<file path="config.mk">
export PLATFORM = sky130hd
export DESIGN_NAME = alu_arbiter_flat
export DESIGN_NICKNAME = d
export VERILOG_FILES = /design/src/rtl/alu_arbiter_pkg.sv /design/src/rtl/alu_arbiter_if.sv /design/src/rtl/alu_arbiter_rr_arb2.sv /design/src/rtl/alu_arbiter.sv /design/src/flat_wrapper.sv
export SDC_FILE = /design/constraint.sdc
export NUM_CORES = 1
export LEC_CHECK = 0
export BUFFER_PORTS_ARGS = -buffer_cell sky130_fd_sc_hd__buf_4
export CELL_PAD_IN_SITES_DETAIL_PLACEMENT = 1
export CELL_PAD_IN_SITES_GLOBAL_PLACEMENT = 1
export CORE_MARGIN = 10
export CORE_UTILIZATION = 35
export CTS_BUF_LIST = sky130_fd_sc_hd__clkbuf_4
export DETAILED_ROUTE_END_ITERATION = 7
export GPL_ROUTABILITY_DRIVEN = 0
export GPL_TIMING_DRIVEN = 0
export PLACE_DENSITY = 0.93
export REMOVE_ABC_BUFFERS = 1
export SLEW_MARGIN = 10
export SYNTH_ARGS = -nofsm -noshare
export SYNTH_HDL_FRONTEND = slang
export SYNTH_SLANG_ARGS = --single-unit
</file>
<file path="constraint.sdc">
create_clock -name in_clk -period 4.9 [get_ports in_clk]
set_input_delay 0.98 -clock in_clk [delete_from_list [all_inputs] [get_ports in_clk]]
set_output_delay 0.98 -clock in_clk [all_outputs]
set_load 0.02 [all_outputs]
</file>
<file path="src/rtl/alu_arbiter_pkg.sv">
// Shared definitions for the ALU arbiter slice: ALU select codes and
// controller state encoding.
package alu_pkg;

    localparam int unsigned ALU_WIDTH = 32;
    localparam int unsigned ALU_SEL_W = 4;

    localparam logic [3:0] ALU_ADD = 4'b0000;
    localparam logic [3:0] ALU_SUB = 4'b0001;
    localparam logic [3:0] ALU_MUL = 4'b0010;
    localparam logic [3:0] ALU_DIV = 4'b0011;
    localparam logic [3:0] ALU_AND = 4'b0100;
    localparam logic [3:0] ALU_OR  = 4'b0101;
    localparam logic [3:0] ALU_XOR = 4'b0110;
    localparam logic [3:0] ALU_SLT = 4'b0111;
    localparam logic [3:0] ALU_MOD = 4'b1000;

    localparam logic [1:0] ST_IDLE = 2'd0;
    localparam logic [1:0] ST_EXEC = 2'd1;
    localparam logic [1:0] ST_RESP = 2'd2;

endpackage

</file>
<file path="src/rtl/alu_arbiter_if.sv">
// Request/response channel between the two requesters and the ALU arbiter.
interface alu_arbiter_if #(
    parameter int WIDTH = 32,
    parameter int SEL_W = 4
);
    logic [1:0]       in_req_valid;
    logic [1:0]       o_req_ready;
    logic [WIDTH-1:0] in_A0;
    logic [WIDTH-1:0] in_B0;
    logic [WIDTH-1:0] in_A1;
    logic [WIDTH-1:0] in_B1;
    logic [SEL_W-1:0] in_sel0;
    logic [SEL_W-1:0] in_sel1;
    logic [1:0]       o_rsp_valid;
    logic [1:0]       in_rsp_ready;
    logic [WIDTH-1:0] o_rsp_S;
    logic             o_rsp_zero;
    logic             o_rsp_err;

    modport master (
        output in_req_valid, in_A0, in_B0, in_A1, in_B1, in_sel0, in_sel1, in_rsp_ready,
        input  o_req_ready, o_rsp_valid, o_rsp_S, o_rsp_zero, o_rsp_err
    );

    modport slave (
        input  in_req_valid, in_A0, in_B0, in_A1, in_B1, in_sel0, in_sel1, in_rsp_ready,
        output o_req_ready, o_rsp_valid, o_rsp_S, o_rsp_zero, o_rsp_err
    );

endinterface

</file>
<file path="src/rtl/alu_arbiter_rr_arb2.sv">
// Two-way round-robin grant: prio selects the winner when both request.
module rr_arb2 (
    input  logic [1:0] req,
    input  logic       prio,
    output logic [1:0] gnt
);

    always_comb begin
        gnt    = '0;
        gnt[0] = req[0] & (~prio | ~req[1]);
        gnt[1] = req[1] & ( prio | ~req[0]);
    end

endmodule

</file>
<file path="src/rtl/alu_arbiter.sv">
// Shares one external combinational ALU between two requesters with
// round-robin arbitration and divide/modulo-by-zero flagging.
module alu_arbiter
    import alu_pkg::*;
#(
    parameter int               WIDTH   = 32,
    parameter int               SEL_W   = 4,
    parameter logic [SEL_W-1:0] DIV_SEL = SEL_W'(ALU_DIV),
    parameter logic [SEL_W-1:0] MOD_SEL = SEL_W'(ALU_MOD)
) (
    input  logic             in_clk,
    input  logic             in_rst_n,
    alu_arbiter_if.slave     bus,
    output logic [WIDTH-1:0] o_alu_A,
    output logic [WIDTH-1:0] o_alu_B,
    output logic [SEL_W-1:0] o_alu_sel,
    input  logic [WIDTH-1:0] in_alu_S,
    input  logic             in_alu_zero,
    output logic             o_busy
);

    logic [1:0]       state;
    logic             prio;
    logic             owner;
    logic [1:0]       gnt;
    logic             req_fire;
    logic             div_zero;
    logic [WIDTH-1:0] op_a;
    logic [WIDTH-1:0] op_b;
    logic [SEL_W-1:0] op_sel;
    logic [WIDTH-1:0] res_s;
    logic             res_zero;
    logic             res_err;

    rr_arb2 u_rr_arb2 (
        .req  (bus.in_req_valid),
        .prio (prio),
        .gnt  (gnt)
    );

    always_comb begin
        bus.o_req_ready = '0;
        bus.o_rsp_valid = '0;
        if (state == ST_IDLE)
            bus.o_req_ready = gnt;
        if (state == ST_RESP)
            bus.o_rsp_valid = owner ? 2'b10 : 2'b01;
    end

    always_comb begin
        req_fire = |(bus.in_req_valid & bus.o_req_ready);
        div_zero = ((op_sel == DIV_SEL) || (op_sel == MOD_SEL)) && (op_b == '0);
    end

    assign bus.o_rsp_S    = res_s;
    assign bus.o_rsp_zero = res_zero;
    assign bus.o_rsp_err  = res_err;
    assign o_alu_A        = op_a;
    assign o_alu_B        = op_b;
    assign o_alu_sel      = op_sel;
    assign o_busy         = (state != ST_IDLE);

    always_ff @(posedge in_clk or negedge in_rst_n) begin
        if (!in_rst_n) begin
            state    <= ST_IDLE;
            prio     <= 1'b0;
            owner    <= 1'b0;
            op_a     <= '0;
            op_b     <= '0;
            op_sel   <= '0;
            res_s    <= '0;
            res_zero <= 1'b0;
            res_err  <= 1'b0;
        end else begin
            case (state)
                ST_IDLE: begin
                    if (req_fire) begin
                        owner  <= gnt[1];
                        op_a   <= gnt[1] ? bus.in_A1   : bus.in_A0;
                        op_b   <= gnt[1] ? bus.in_B1   : bus.in_B0;
                        op_sel <= gnt[1] ? bus.in_sel1 : bus.in_sel0;
                        state  <= ST_EXEC;
                    end
                end
                ST_EXEC: begin
                    // A zero divisor overrides whatever the ALU produced.
                    res_s    <= div_zero ? '0 : in_alu_S;
                    res_zero <= div_zero | in_alu_zero;
                    res_err  <= div_zero;
                    state    <= ST_RESP;
                end
                ST_RESP: begin
                    if (bus.in_rsp_ready[owner]) begin
                        prio  <= ~owner;
                        state <= ST_IDLE;
                    end
                end
                default: state <= ST_IDLE;
            endcase
        end
    end

endmodule

</file>
<file path="src/flat_wrapper.sv">
// flat-port wrapper written by rule: the top's interface ports become plain ports
module alu_arbiter_flat import alu_pkg::*;
#(
    parameter int               WIDTH   = 32,
    parameter int               SEL_W   = 4,
    parameter logic [SEL_W-1:0] DIV_SEL = SEL_W'(ALU_DIV),
    parameter logic [SEL_W-1:0] MOD_SEL = SEL_W'(ALU_MOD)
)
  (in_clk, in_rst_n, o_alu_A, o_alu_B, o_alu_sel, in_alu_S, in_alu_zero, o_busy, bus_in_req_valid, bus_in_A0, bus_in_B0, bus_in_A1, bus_in_B1, bus_in_sel0, bus_in_sel1, bus_in_rsp_ready, bus_o_req_ready, bus_o_rsp_valid, bus_o_rsp_S, bus_o_rsp_zero, bus_o_rsp_err);
  alu_arbiter_if #(.WIDTH(WIDTH), .SEL_W(SEL_W)) bus_i ();
  input  logic in_clk;
  input  logic in_rst_n;
  output logic [WIDTH-1:0] o_alu_A;
  output logic [WIDTH-1:0] o_alu_B;
  output logic [SEL_W-1:0] o_alu_sel;
  input  logic [WIDTH-1:0] in_alu_S;
  input  logic in_alu_zero;
  output logic o_busy;
  input wire logic [$bits(bus_i.in_req_valid)-1:0] bus_in_req_valid;
  input wire logic [$bits(bus_i.in_A0)-1:0] bus_in_A0;
  input wire logic [$bits(bus_i.in_B0)-1:0] bus_in_B0;
  input wire logic [$bits(bus_i.in_A1)-1:0] bus_in_A1;
  input wire logic [$bits(bus_i.in_B1)-1:0] bus_in_B1;
  input wire logic [$bits(bus_i.in_sel0)-1:0] bus_in_sel0;
  input wire logic [$bits(bus_i.in_sel1)-1:0] bus_in_sel1;
  input wire logic [$bits(bus_i.in_rsp_ready)-1:0] bus_in_rsp_ready;
  output wire logic [$bits(bus_i.o_req_ready)-1:0] bus_o_req_ready;
  output wire logic [$bits(bus_i.o_rsp_valid)-1:0] bus_o_rsp_valid;
  output wire logic [$bits(bus_i.o_rsp_S)-1:0] bus_o_rsp_S;
  output wire logic [$bits(bus_i.o_rsp_zero)-1:0] bus_o_rsp_zero;
  output wire logic [$bits(bus_i.o_rsp_err)-1:0] bus_o_rsp_err;
  assign bus_i.in_req_valid = bus_in_req_valid;
  assign bus_i.in_A0 = bus_in_A0;
  assign bus_i.in_B0 = bus_in_B0;
  assign bus_i.in_A1 = bus_in_A1;
  assign bus_i.in_B1 = bus_in_B1;
  assign bus_i.in_sel0 = bus_in_sel0;
  assign bus_i.in_sel1 = bus_in_sel1;
  assign bus_i.in_rsp_ready = bus_in_rsp_ready;
  assign bus_o_req_ready = bus_i.o_req_ready;
  assign bus_o_rsp_valid = bus_i.o_rsp_valid;
  assign bus_o_rsp_S = bus_i.o_rsp_S;
  assign bus_o_rsp_zero = bus_i.o_rsp_zero;
  assign bus_o_rsp_err = bus_i.o_rsp_err;
  alu_arbiter #(.WIDTH(WIDTH), .SEL_W(SEL_W), .DIV_SEL(DIV_SEL), .MOD_SEL(MOD_SEL)) u_core (.in_clk(in_clk), .in_rst_n(in_rst_n), .bus(bus_i), .o_alu_A(o_alu_A), .o_alu_B(o_alu_B), .o_alu_sel(o_alu_sel), .in_alu_S(in_alu_S), .in_alu_zero(in_alu_zero), .o_busy(o_busy));
endmodule
</file>
==> results of run 1 <==
-- area by class of cell --
class	count	share of cell area (%)
multi-input combinational	338	27.7
inverter	3	0.156
clock buffer	12	1.25
clock inverter	4	0.260
tap	176	3.05
sequential	106	36.7
timing repair buffer	287	30.9
-- state kept, by name, indices dropped and copies added, names as in the netlist --
signal                 flops
u_core.bus.o_rsp_S        32
u_core.o_alu_A            32
u_core.o_alu_B            32
u_core.o_alu_sel           4
u_core.state               2
u_core.bus.o_rsp_err       1
u_core.bus.o_rsp_zero      1
u_core.owner               1
u_core.prio                1
-- kinds of logic (layout without fill, tap and decap cells) --
group,count (synthesis),count (layout),share of synthesized area (%)
mux,69,69,14.4
compound gates,109,109,12.3
simple gates,160,160,14.3
flops,106,106,55.2
buf+inv,37,306,3.70
-- through the flow --
stage	util (%)	power, mW	setup TNS [ns]
after CTS	54.1	4.54	0
after global placement	52.2	4.06	-399.74
final	54.1	4.49	0
after floorplan	-	2.97	-275.19
after detailed placement	53.3	4.14	0
after global routing	54.1	4.81	0
-- worst max path at each step --
| stage | slack [ns] | end | from | cells after the start |
|---|---|---|---|---|
| after floorplan | -5.03 | bus_o_req_ready[1] | bus_in_req_valid[0] | 3 |
| after global placement | -6.00 | u_core.o_alu_B[14]$_DFFE_PN0P_ | bus_in_req_valid[0] | 5 |
| after detailed placement | 2.14 | u_core.bus.o_rsp_zero$_DFFE_PN0N_ | u_core.state[1]$_DFFE_PN0P_ | 5 |
| after CTS | 2.11 | u_core.bus.o_rsp_zero$_DFFE_PN0N_ | u_core.state[0]$_DFFE_PN0P_ | 5 |
| after global routing | 2.06 | bus_o_req_ready[0] | u_core.state[1]$_DFFE_PN0P_ | 4 |
| final | 2.17 | bus_o_req_ready[1] | bus_in_req_valid[0] | 5 |
-- worst max-delay path: stages --
cell and delay, ns:
sky130_fd_sc_hd__buf_4 0.09, sky130_fd_sc_hd__inv_1 0.07, sky130_fd_sc_hd__o21ai_4 0.36, sky130_fd_sc_hd__nor2_1 0.08, sky130_fd_sc_hd__buf_4 0.17
-- metal layers --
metal  vias to the layer above  share of wire, %
met4                         0               1.5
met1                      2236                35
met2                       168                54
li1                       2166                 -
met3                        18               8.8
met5                         -                 0
-- layout by cell type, fill, tap and decap left out, types with 2 or more instances in the layout --
cell type / Yosys / final
sky130_fd_sc_hd__a21oi_1: 92 / 92
sky130_fd_sc_hd__a21oi_2: 10 / 10
sky130_fd_sc_hd__buf_12: 0 / 2
sky130_fd_sc_hd__buf_16: 0 / 2
sky130_fd_sc_hd__buf_4: 1 / 280
sky130_fd_sc_hd__buf_6: 3 / 3
sky130_fd_sc_hd__clkbuf_4: 0 / 12
sky130_fd_sc_hd__clkinv_2: 0 / 3
sky130_fd_sc_hd__dfrtp_1: 106 / 106
sky130_fd_sc_hd__inv_1: 3 / 3
sky130_fd_sc_hd__mux2i_1: 68 / 68
sky130_fd_sc_hd__nand2_1: 68 / 68
sky130_fd_sc_hd__nand3_1: 2 / 2
sky130_fd_sc_hd__nor2_1: 74 / 74
sky130_fd_sc_hd__nor4_1: 3 / 3
sky130_fd_sc_hd__nor4_2: 4 / 4
sky130_fd_sc_hd__o21ai_0: 3 / 2
-- power breakdown --
part	leakage, nW	internal (mW)	switching, mW
registers	1.21	1.30	0.316
clock network	0.0685	0.119	0.280
logic	2.34	1.01	1.46
==> report_table.html, run 1 <==
<table>
<tr><th>Metric</th><th>Value</th></tr>
<tr><th colspan="2">Clocking</th></tr>
<tr><td>Number of hold buffers added after CTS</td><td>0</td></tr>
<tr><td>Number of H-tree branching levels</td><td>3</td></tr>
<tr><td>Max Buffers Root-to-Sink</td><td>2</td></tr>
<tr><td>CTS-repair resized insts</td><td>0</td></tr>
<tr><td>Clock slew at the register clock pins of the worst setup and hold paths</td><td>0.16 ns</td></tr>
<tr><td>Number of setup buffers added after CTS</td><td>0</td></tr>
<tr><td>Clock tree from TritonCTS</td><td>built</td></tr>
<tr><td>Number of buffers added by the clock tree synthesis step</td><td>9</td></tr>
<tr><td>Clock insertion delay at the later pin of the skew report</td><td>0.46 ns</td></tr>
<tr><td>Root buffer selected by CTS</td><td>sky130_fd_sc_hd__clkbuf_4</td></tr>
<tr><td>Number of clock sinks seen by CTS</td><td>106</td></tr>
<tr><th colspan="2">STA</th></tr>
<tr><td>Worst Hold Slack</td><td>0.525 ns</td></tr>
<tr><td>Final period utilization</td><td>55.7%</td></tr>
<tr><td>Post-route minimum period</td><td>2.73 ns</td></tr>
<tr><td>Max-slew headroom at the worst pin</td><td>33.9%</td></tr>
<tr><td>Max Clock Skew</td><td>0.0197 ns</td></tr>
<tr><td>Pin slew with the least headroom to its limit</td><td>0.991 ns</td></tr>
<tr><td>Setup slack after layout</td><td>2.17 ns</td></tr>
<tr><td>Number of setup violations in the final report</td><td>0</td></tr>
<tr><td>Unrepaired setup endpoints after global routing</td><td>no</td></tr>
<tr><td>Fin. max-slew vios</td><td>0</td></tr>
<tr><td>Number of endpoints with negative hold slack in the final report</td><td>0</td></tr>
<tr><td>Achievable clock frequency</td><td>0.366 GHz</td></tr>
<tr><th colspan="2">Floorplan</th></tr>
<tr><td>Die ar.</td><td>18800 um2</td></tr>
<tr><td>Placeable core region</td><td>13300 um2</td></tr>
<tr><td>Top-Level Pins</td><td>282</td></tr>
<tr><td>Vertical die dimension</td><td>137 um</td></tr>
<tr><td>Horizontal die dimension</td><td>137 um</td></tr>
<tr><td>Number of cell rows</td><td>42</td></tr>
<tr><td>Starting utilization of the core area</td><td>36.0%</td></tr>
<tr><th colspan="2">Logic synthesis</th></tr>
<tr><td>Synth Flop Type</td><td>sky130_fd_sc_hd__dfrtp_1</td></tr>
<tr><td>Flops &amp; latches, synth</td><td>106</td></tr>
<tr><td>Synthesized area</td><td>4800 um2</td></tr>
<tr><td>Library cells used by synthesis</td><td>29</td></tr>
<tr><td>Number of flops mapped to enable cells by yosys</td><td>0</td></tr>
<tr><td>Portion of the post-synthesis area used by sequential elements</td><td>55.2%</td></tr>
<tr><td>Fraction of registers with async set/reset</td><td>100%</td></tr>
<tr><td>Cell types with the highest counts after synthesis</td><td>106 x sky130_fd_sc_hd__dfrtp_1, 92 x sky130_fd_sc_hd__a21oi_1, 74 x sky130_fd_sc_hd__nor2_1</td></tr>
<tr><td>Dominant cells by area after synthesis</td><td>sky130_fd_sc_hd__dfrtp_1 55%, sky130_fd_sc_hd__mux2i_1 14%, sky130_fd_sc_hd__a21oi_1 9.6%</td></tr>
<tr><td>Yosys warns</td><td>0</td></tr>
<tr><td>Gate count of the mapped netlist</td><td>481</td></tr>
<tr><td>Most frequent cell after synthesis</td><td>sky130_fd_sc_hd__dfrtp_1</td></tr>
<tr><td>Area share of the largest cell type after synthesis</td><td>55.2%</td></tr>
<tr><td>Post-synth top area cell</td><td>sky130_fd_sc_hd__dfrtp_1</td></tr>
<tr><td>Per-instance average area after synthesis</td><td>9.99 um2</td></tr>
<tr><th colspan="2">Critical path</th></tr>
<tr><td>Worst setup EP type</td><td>output port</td></tr>
<tr><td>Data arrival time of the critical path</td><td>1.75 ns</td></tr>
<tr><td>Critical path required time</td><td>3.92 ns</td></tr>
<tr><td>Setup slack of the worst register-to-register path</td><td>2.61 ns</td></tr>
<tr><td>CP Launch Type</td><td>input port</td></tr>
<tr><td>Setup CP Type</td><td>in -&gt; out</td></tr>
<tr><td>Cell count of the worst reg-to-reg path</td><td>5</td></tr>
<tr><td>FF-to-FF End</td><td>u_core.bus.o_rsp_S[23]$_DFFE_PN0N_</td></tr>
<tr><td>Crit Path Max Fanout</td><td>8</td></tr>
<tr><td>Startpoint of the worst register-to-register path</td><td>u_core.state[0]$_DFFE_PN0P_</td></tr>
<tr><th colspan="2">Layout</th></tr>
<tr><td>Net count reported at finish</td><td>920</td></tr>
<tr><td>Share of layout cells above drive strength 1</td><td>43.1%</td></tr>
<tr><td>Non-filler cells, final</td><td>926</td></tr>
<tr><td>Diode count</td><td>0</td></tr>
<tr><td>Register area</td><td>2650 um2</td></tr>
<tr><td>Area used by multi-input combinational logic</td><td>2000 um2</td></tr>
<tr><td>Final Instance Area</td><td>7220 um2</td></tr>
<tr><td>Layout area overhead</td><td>50.4%</td></tr>
<tr><td># fillers</td><td>1552</td></tr>
<tr><th colspan="2">Hold path</th></tr>
<tr><td>Worst Hold Class</td><td>reg -&gt; reg</td></tr>
<tr><td>Worst min-delay path startpoint</td><td>u_core.bus.o_rsp_zero$_DFFE_PN0N_</td></tr>
<tr><td>Endpoint, Worst Hold</td><td>u_core.bus.o_rsp_zero$_DFFE_PN0N_</td></tr>
<tr><td>Number of stages on the worst hold path</td><td>2</td></tr>
<tr><th colspan="2">Drt</th></tr>
<tr><td>Via Count</td><td>4588</td></tr>
<tr><td>Routed WL</td><td>18400 um</td></tr>
<tr><td>Routed wire per std cell</td><td>19.9 um</td></tr>
<tr><td>Initial detailed-routing violation count</td><td>209</td></tr>
<tr><td>ANT nets after route</td><td>0</td></tr>
<tr><td>Post-DR vias/cell</td><td>4.95</td></tr>
<tr><td>DR pass1 iterations</td><td>4</td></tr>
<tr><td>Post-route DRC</td><td>0</td></tr>
<tr><th colspan="2">Power and ir drop</th></tr>
<tr><td>Pwr per Cell Area</td><td>621 nW/um2</td></tr>
<tr><td>Static leakage power</td><td>3.62 nW</td></tr>
<tr><td>Max IR drop VDD</td><td>250 uV</td></tr>
<tr><th colspan="2">Global routing</th></tr>
<tr><td>Antenna violations before repair</td><td>0</td></tr>
<tr><td>Global Route met3 Usage</td><td>7.00%</td></tr>
<tr><td>All-layer global routing usage</td><td>19.2%</td></tr>
<tr><td>Pin count of the biggest net entering global routing</td><td>107</td></tr>
<tr><td>Global-route wire length before repair</td><td>28200 um</td></tr>
<tr><td>Total grt overflow</td><td>0</td></tr>
<tr><td>Met1 Usage GRT</td><td>19.9%</td></tr>
<tr><td>Most utilized layer in the global route result</td><td>met2</td></tr>
<tr><td>Vias in the first global route</td><td>5203</td></tr>
<tr><td>Met2 usage in global routing</td><td>35.3%</td></tr>
<tr><th colspan="2">Place</th></tr>
<tr><td>Count of input and output buffers</td><td>281</td></tr>
<tr><td>Instance count after placement with tap cells included</td><td>910</td></tr>
<tr><td>Post-detail-place hpwl</td><td>15000 um</td></tr>
<tr><td>Pre-CTS setup slack</td><td>2.14 ns</td></tr>
<tr><td>Post-detailed-placement cell area</td><td>7110 um2</td></tr>
<tr><th colspan="2">Run</th></tr>
<tr><td>Maximum capacitance violations</td><td>0</td></tr>
<tr><th colspan="2">Status</th></tr>
<tr><td>Outcome</td><td>completed</td></tr>
</table>
No activity file was read; power rests on OpenSTA's default activity.
==> run 2: changes to the inputs <==
Settings changed: ABC_AREA set to 1, CORE_UTILIZATION 35 to 28, PLACE_DENSITY 0.93 to 0.83.
Clock period 4.9 ns to 2.3 ns, I/O delays scaled along.
==> report_table.html, run 2 <==
<table>
<tr><th>Metric</th><th>Value</th></tr>
<tr><th colspan="2">Status</th></tr>
<tr><td>Outcome</td><td>completed</td></tr>
<tr><th colspan="2">Critical path</th></tr>
<tr><td>Data arrival time of the critical path</td><td>1.67 ns (-0.08 ns)</td></tr>
<tr><td>Setup CP Type</td><td>reg -&gt; out</td></tr>
<tr><td>Worst setup EP type</td><td>output port</td></tr>
<tr><td>Setup crit start</td><td>u_core.prio$_DFFE_PN0P_</td></tr>
<tr><td>Startpoint of the worst register-to-register path</td><td>u_core.o_alu_B[20]$_DFFE_PN0P_</td></tr>
<tr><td>Crit Path Max Fanout</td><td>19 (+11)</td></tr>
<tr><td>Critical path required time</td><td>1.84 ns (-2.08 ns)</td></tr>
<tr><td>CP Launch Type</td><td>flip-flop</td></tr>
<tr><th colspan="2">Logic synthesis</th></tr>
<tr><td>Number of flops mapped to enable cells by yosys</td><td>0 (unchanged)</td></tr>
<tr><td>Synth Area in Compound Gates</td><td>9.24% (-3.1 points)</td></tr>
<tr><td>Fraction of registers with async set/reset</td><td>100% (unchanged)</td></tr>
<tr><td>Synth Flop Type</td><td>sky130_fd_sc_hd__dfrtp_1</td></tr>
<tr><td>Main combinational cell family by area after synthesis</td><td>simple AND/OR/NAND/NOR gates</td></tr>
<tr><td>Yosys warns</td><td>0 (unchanged)</td></tr>
<tr><td>Area share of the largest cell type after synthesis</td><td>54.4% (-0.77 points)</td></tr>
<tr><td>Post-synthesis share of cell area spent on full adders, half adders and majority gates</td><td>0% (unchanged)</td></tr>
<tr><td>Most frequent cell after synthesis</td><td>sky130_fd_sc_hd__nand2_1</td></tr>
<tr><td>Per-instance average area after synthesis</td><td>8.22 um2 (-18%)</td></tr>
<tr><td>Cell types with the highest counts after synthesis</td><td>151 x sky130_fd_sc_hd__nand2_1, 106 x sky130_fd_sc_hd__dfrtp_1, 101 x sky130_fd_sc_hd__nand3_1</td></tr>
<tr><td>Synthesized-area fraction occupied by xor and xnor cells</td><td>0% (unchanged)</td></tr>
<tr><td>Post-synth top area cell</td><td>sky130_fd_sc_hd__dfrtp_1</td></tr>
<tr><td>Dominant cells by area after synthesis</td><td>sky130_fd_sc_hd__dfrtp_1 54%, sky130_fd_sc_hd__nand2_1 12%, sky130_fd_sc_hd__nand3_1 10%</td></tr>
<tr><td>Synthesized-area fraction occupied by and/or/nand/nor cells</td><td>30.6% (+16 points)</td></tr>
<tr><td>Synthesized area</td><td>4870 um2 (+1.4%)</td></tr>
<tr><td>Library cells used by synthesis</td><td>20 (-31%)</td></tr>
<tr><td>Portion of the post-synthesis area used by sequential elements</td><td>54.4% (-0.77 points)</td></tr>
<tr><td>Gate count of the mapped netlist</td><td>593 (+23%)</td></tr>
<tr><td>Flops &amp; latches, synth</td><td>106 (unchanged)</td></tr>
<tr><td>Multiplexer fraction of the synthesized cell area</td><td>0% (-14 points)</td></tr>
<tr><th colspan="2">Global routing</th></tr>
<tr><td>Met1 Usage GRT</td><td>22.3% (+2.4 points)</td></tr>
<tr><td>Antenna violations before repair</td><td>1 (+1)</td></tr>
<tr><td>Vias in the first global route</td><td>5750 (+11%)</td></tr>
<tr><td>Met2 usage in global routing</td><td>31.2% (-4.2 points)</td></tr>
<tr><td>Global Route met3 Usage</td><td>7.03% (+0.026 points)</td></tr>
<tr><td>Most utilized layer in the global route result</td><td>met2</td></tr>
<tr><td>Global-route wire length before repair</td><td>34500 um (+23%)</td></tr>
<tr><td>All-layer global routing usage</td><td>18.8% (-0.41 points)</td></tr>
<tr><td>Total grt overflow</td><td>0 (unchanged)</td></tr>
<tr><td>Pin count of the biggest net entering global routing</td><td>81 (-24%)</td></tr>
<tr><th colspan="2">Power and ir drop</th></tr>
<tr><td>Pwr per Cell Area</td><td>1370 nW/um2 (+120%)</td></tr>
<tr><td>Max IR drop VDD</td><td>560 uV (+120%)</td></tr>
<tr><td>Static leakage power</td><td>3.66 nW (+1.2%)</td></tr>
<tr><td>Power Total</td><td>10.1 mW (+120%)</td></tr>
<tr><th colspan="2">STA</th></tr>
<tr><td>Post-route minimum period</td><td>2.13 ns</td></tr>
<tr><td>Fin. max-slew vios</td><td>0 (unchanged)</td></tr>
<tr><td>Final period utilization</td><td>92.7%</td></tr>
<tr><td>Setup slack after layout</td><td>0.168 ns (-2.00 ns)</td></tr>
<tr><td>Number of endpoints with negative hold slack in the final report</td><td>0 (unchanged)</td></tr>
<tr><td>Unrepaired setup endpoints after global routing</td><td>no</td></tr>
<tr><td>Pin slew with the least headroom to its limit</td><td>0.893 ns (-0.0983 ns)</td></tr>
<tr><td>Number of setup violations in the final report</td><td>0 (unchanged)</td></tr>
<tr><td>Max-slew headroom at the worst pin</td><td>40.3% (+6.4 points)</td></tr>
<tr><td>Max Clock Skew</td><td>0.0148 ns (-0.00493 ns)</td></tr>
<tr><td>Achievable clock frequency</td><td>0.469 GHz</td></tr>
<tr><th colspan="2">Clocking</th></tr>
<tr><td>Max Buffers Root-to-Sink</td><td>2 (unchanged)</td></tr>
<tr><td>Clock insertion delay at the later pin of the skew report</td><td>0.47 ns (about the same)</td></tr>
<tr><td>Clock tree from TritonCTS</td><td>built</td></tr>
<tr><td>Number of H-tree branching levels</td><td>3 (unchanged)</td></tr>
<tr><td>Root buffer selected by CTS</td><td>sky130_fd_sc_hd__clkbuf_4</td></tr>
<tr><td>Number of clock sinks seen by CTS</td><td>106 (unchanged)</td></tr>
<tr><td>Clock slew at the register clock pins of the worst setup and hold paths</td><td>0.17 ns (about the same)</td></tr>
<tr><td>Number of buffers added by the clock tree synthesis step</td><td>9 (unchanged)</td></tr>
<tr><th colspan="2">Floorplan</th></tr>
<tr><td>Die ar.</td><td>23100 um2 (+23%)</td></tr>
<tr><td>Top-Level Pins</td><td>282 (unchanged)</td></tr>
<tr><td>Starting utilization of the core area</td><td>28.4% (-7.6 points)</td></tr>
<tr><td>Placeable core region</td><td>17200 um2 (+29%)</td></tr>
<tr><td>Number of cell rows</td><td>48 (+14%)</td></tr>
<tr><td>Vertical die dimension</td><td>152 um (+11%)</td></tr>
<tr><td>Horizontal die dimension</td><td>152 um (+11%)</td></tr>
<tr><th colspan="2">Place</th></tr>
<tr><td>Instance count after placement with tap cells included</td><td>1055 (+16%)</td></tr>
<tr><td>Pre-CTS setup slack</td><td>-1.22 ns (-3.36 ns)</td></tr>
<tr><td>Post-detail-place hpwl</td><td>15400 um (+2.6%)</td></tr>
<tr><td>Post-detailed-placement cell area</td><td>7110 um2 (unchanged)</td></tr>
<tr><td>Count of input and output buffers</td><td>281 (unchanged)</td></tr>
<tr><th colspan="2">Hold path</th></tr>
<tr><td>Worst Hold Class</td><td>in -&gt; reg</td></tr>
<tr><td>Worst min-delay path startpoint</td><td>in_alu_S[17]</td></tr>
<tr><th colspan="2">Layout</th></tr>
<tr><td>Share of layout cells above drive strength 1</td><td>37.3% (-5.7 points)</td></tr>
<tr><td>Final core area utilization</td><td>42.9% (-11 points)</td></tr>
<tr><td>Layout area overhead</td><td>51.3%</td></tr>
<tr><td>Most frequent standard cell in the layout excluding fill and tap cells</td><td>sky130_fd_sc_hd__buf_4</td></tr>
<tr><td>Net count reported at finish</td><td>1027 (+12%)</td></tr>
<tr><td>Final Instance Area</td><td>7370 um2 (+2.0%)</td></tr>
<tr><td>Most frequent cells in the layout</td><td>284 x sky130_fd_sc_hd__buf_4, 149 x sky130_fd_sc_hd__nand2_1, 106 x sky130_fd_sc_hd__dfrtp_1</td></tr>
<tr><td>Non-filler cells, final</td><td>1083 (+17%)</td></tr>
<tr><th colspan="2">Drt</th></tr>
<tr><td>Routed WL</td><td>22600 um (+23%)</td></tr>
<tr><td>Post-route DRC</td><td>0 (unchanged)</td></tr>
<tr><td>DR pass1 iterations</td><td>4 (unchanged)</td></tr>
<tr><td>Post-DR vias/cell</td><td>4.91 (-0.86%)</td></tr>
<tr><td>Via Count</td><td>5320 (+16%)</td></tr>
<tr><td>ANT nets after route</td><td>0 (unchanged)</td></tr>
<tr><td>Routed wire per std cell</td><td>20.9 um (+5.0%)</td></tr>
<tr><td>Initial detailed-routing violation count</td><td>207 (-0.96%)</td></tr>
<tr><th colspan="2">Run</th></tr>
<tr><td>Maximum capacitance violations</td><td>0 (unchanged)</td></tr>
</table>
-- run 2: cell types whose count changed in the layout (fill, tap and decap cells not counted), moves of 3 or more --
cell / change
sky130_fd_sc_hd__a21oi_1: -90
sky130_fd_sc_hd__a21oi_2: -10
sky130_fd_sc_hd__a31oi_1: +68
sky130_fd_sc_hd__buf_4: +4
sky130_fd_sc_hd__clkinv_2: -3
sky130_fd_sc_hd__inv_1: +7
sky130_fd_sc_hd__mux2i_1: -68
sky130_fd_sc_hd__nand2_1: +81
sky130_fd_sc_hd__nand2_4: +5
sky130_fd_sc_hd__nand2_8: +3
sky130_fd_sc_hd__nand3_1: +99
sky130_fd_sc_hd__nor2_1: +20
sky130_fd_sc_hd__nor4_1: -3
sky130_fd_sc_hd__nor4_2: -4
-- run 2: per-stage QoR --
step                      setup TNS [ns]  hold WS (ns)
after detailed placement          -85.41         0.464
after floorplan                  -123.47         0.164
after CTS                         -0.168         0.143
after global routing                   0         0.158
after global placement           -291.58         0.464
final                                  0         0.199
-- run 2: logic make-up after synthesis --
| family | after synthesis |
|---|---|
| flops | 106 |
| compound gates | 73 |
| simple gates | 354 |
| buf+inv | 60 |
-- run 2: report_power, final --
part / switching, mW / total, mW / internal, mW
Sequential: 0.642 / 3.44 / 2.80
Clock: 0.661 / 0.922 / 0.261
Combinational: 3.52 / 5.72 / 2.20
Total: 4.82 / 10.1 / 5.27
-- run 2: worst max-delay path, stage by stage, from the launching register on --
cell and delay, ns:
sky130_fd_sc_hd__dfrtp_1 0.46, sky130_fd_sc_hd__inv_4 0.11, sky130_fd_sc_hd__nand2_8 0.21, sky130_fd_sc_hd__nand2_8 0.12
sky130_fd_sc_hd__nor2_4 0.14, sky130_fd_sc_hd__buf_4 0.15
-- run 2: layout make-up --
type,instances,area (um2)
antenna,1,2.50
sequential,106,2650
clock inverter,4,27.5
multi-input combinational,432,2040
fill,2103,9800
inverter,14,60.1
clock buffer,12,90.1
timing repair buffer,289,2220
tap,225,282
-- run 2: worst paths after layout --
path                                                      endpoint  slack [ns]  depth (start not counted)
worst max-delay path                            bus_o_req_ready[1]        0.17                          5
worst min register to register  u_core.bus.o_rsp_S[20]$_DFFE_PN0N_        0.50                          2
worst min-delay path            u_core.bus.o_rsp_S[17]$_DFFE_PN0N_        0.20                          3
max in group asynchronous           u_core.o_alu_A[10]$_DFFE_PN0P_        1.12                          3
worst max register to register  u_core.bus.o_rsp_S[30]$_DFFE_PN0N_        0.24                          7
min in group asynchronous       u_core.bus.o_rsp_S[19]$_DFFE_PN0N_        0.51                          2
-- run 2: timing repair --
item                                    4_1_cts  5_1_grt
gates resized for setup                       8        1
hold buffers                                  1        0
endpoints found under the hold margin        54        0
pin swaps                                     4        2
endpoints found under the setup margin      106       42
setup buffers                                 0        5
cloned                                        4        1
-- run 2: layer usage --
layer	up-vias	wire length, um
met1	2564	9440
met5	-	0
met4	0	312
met2	220	10800
met3	19	2080
li1	2517	-
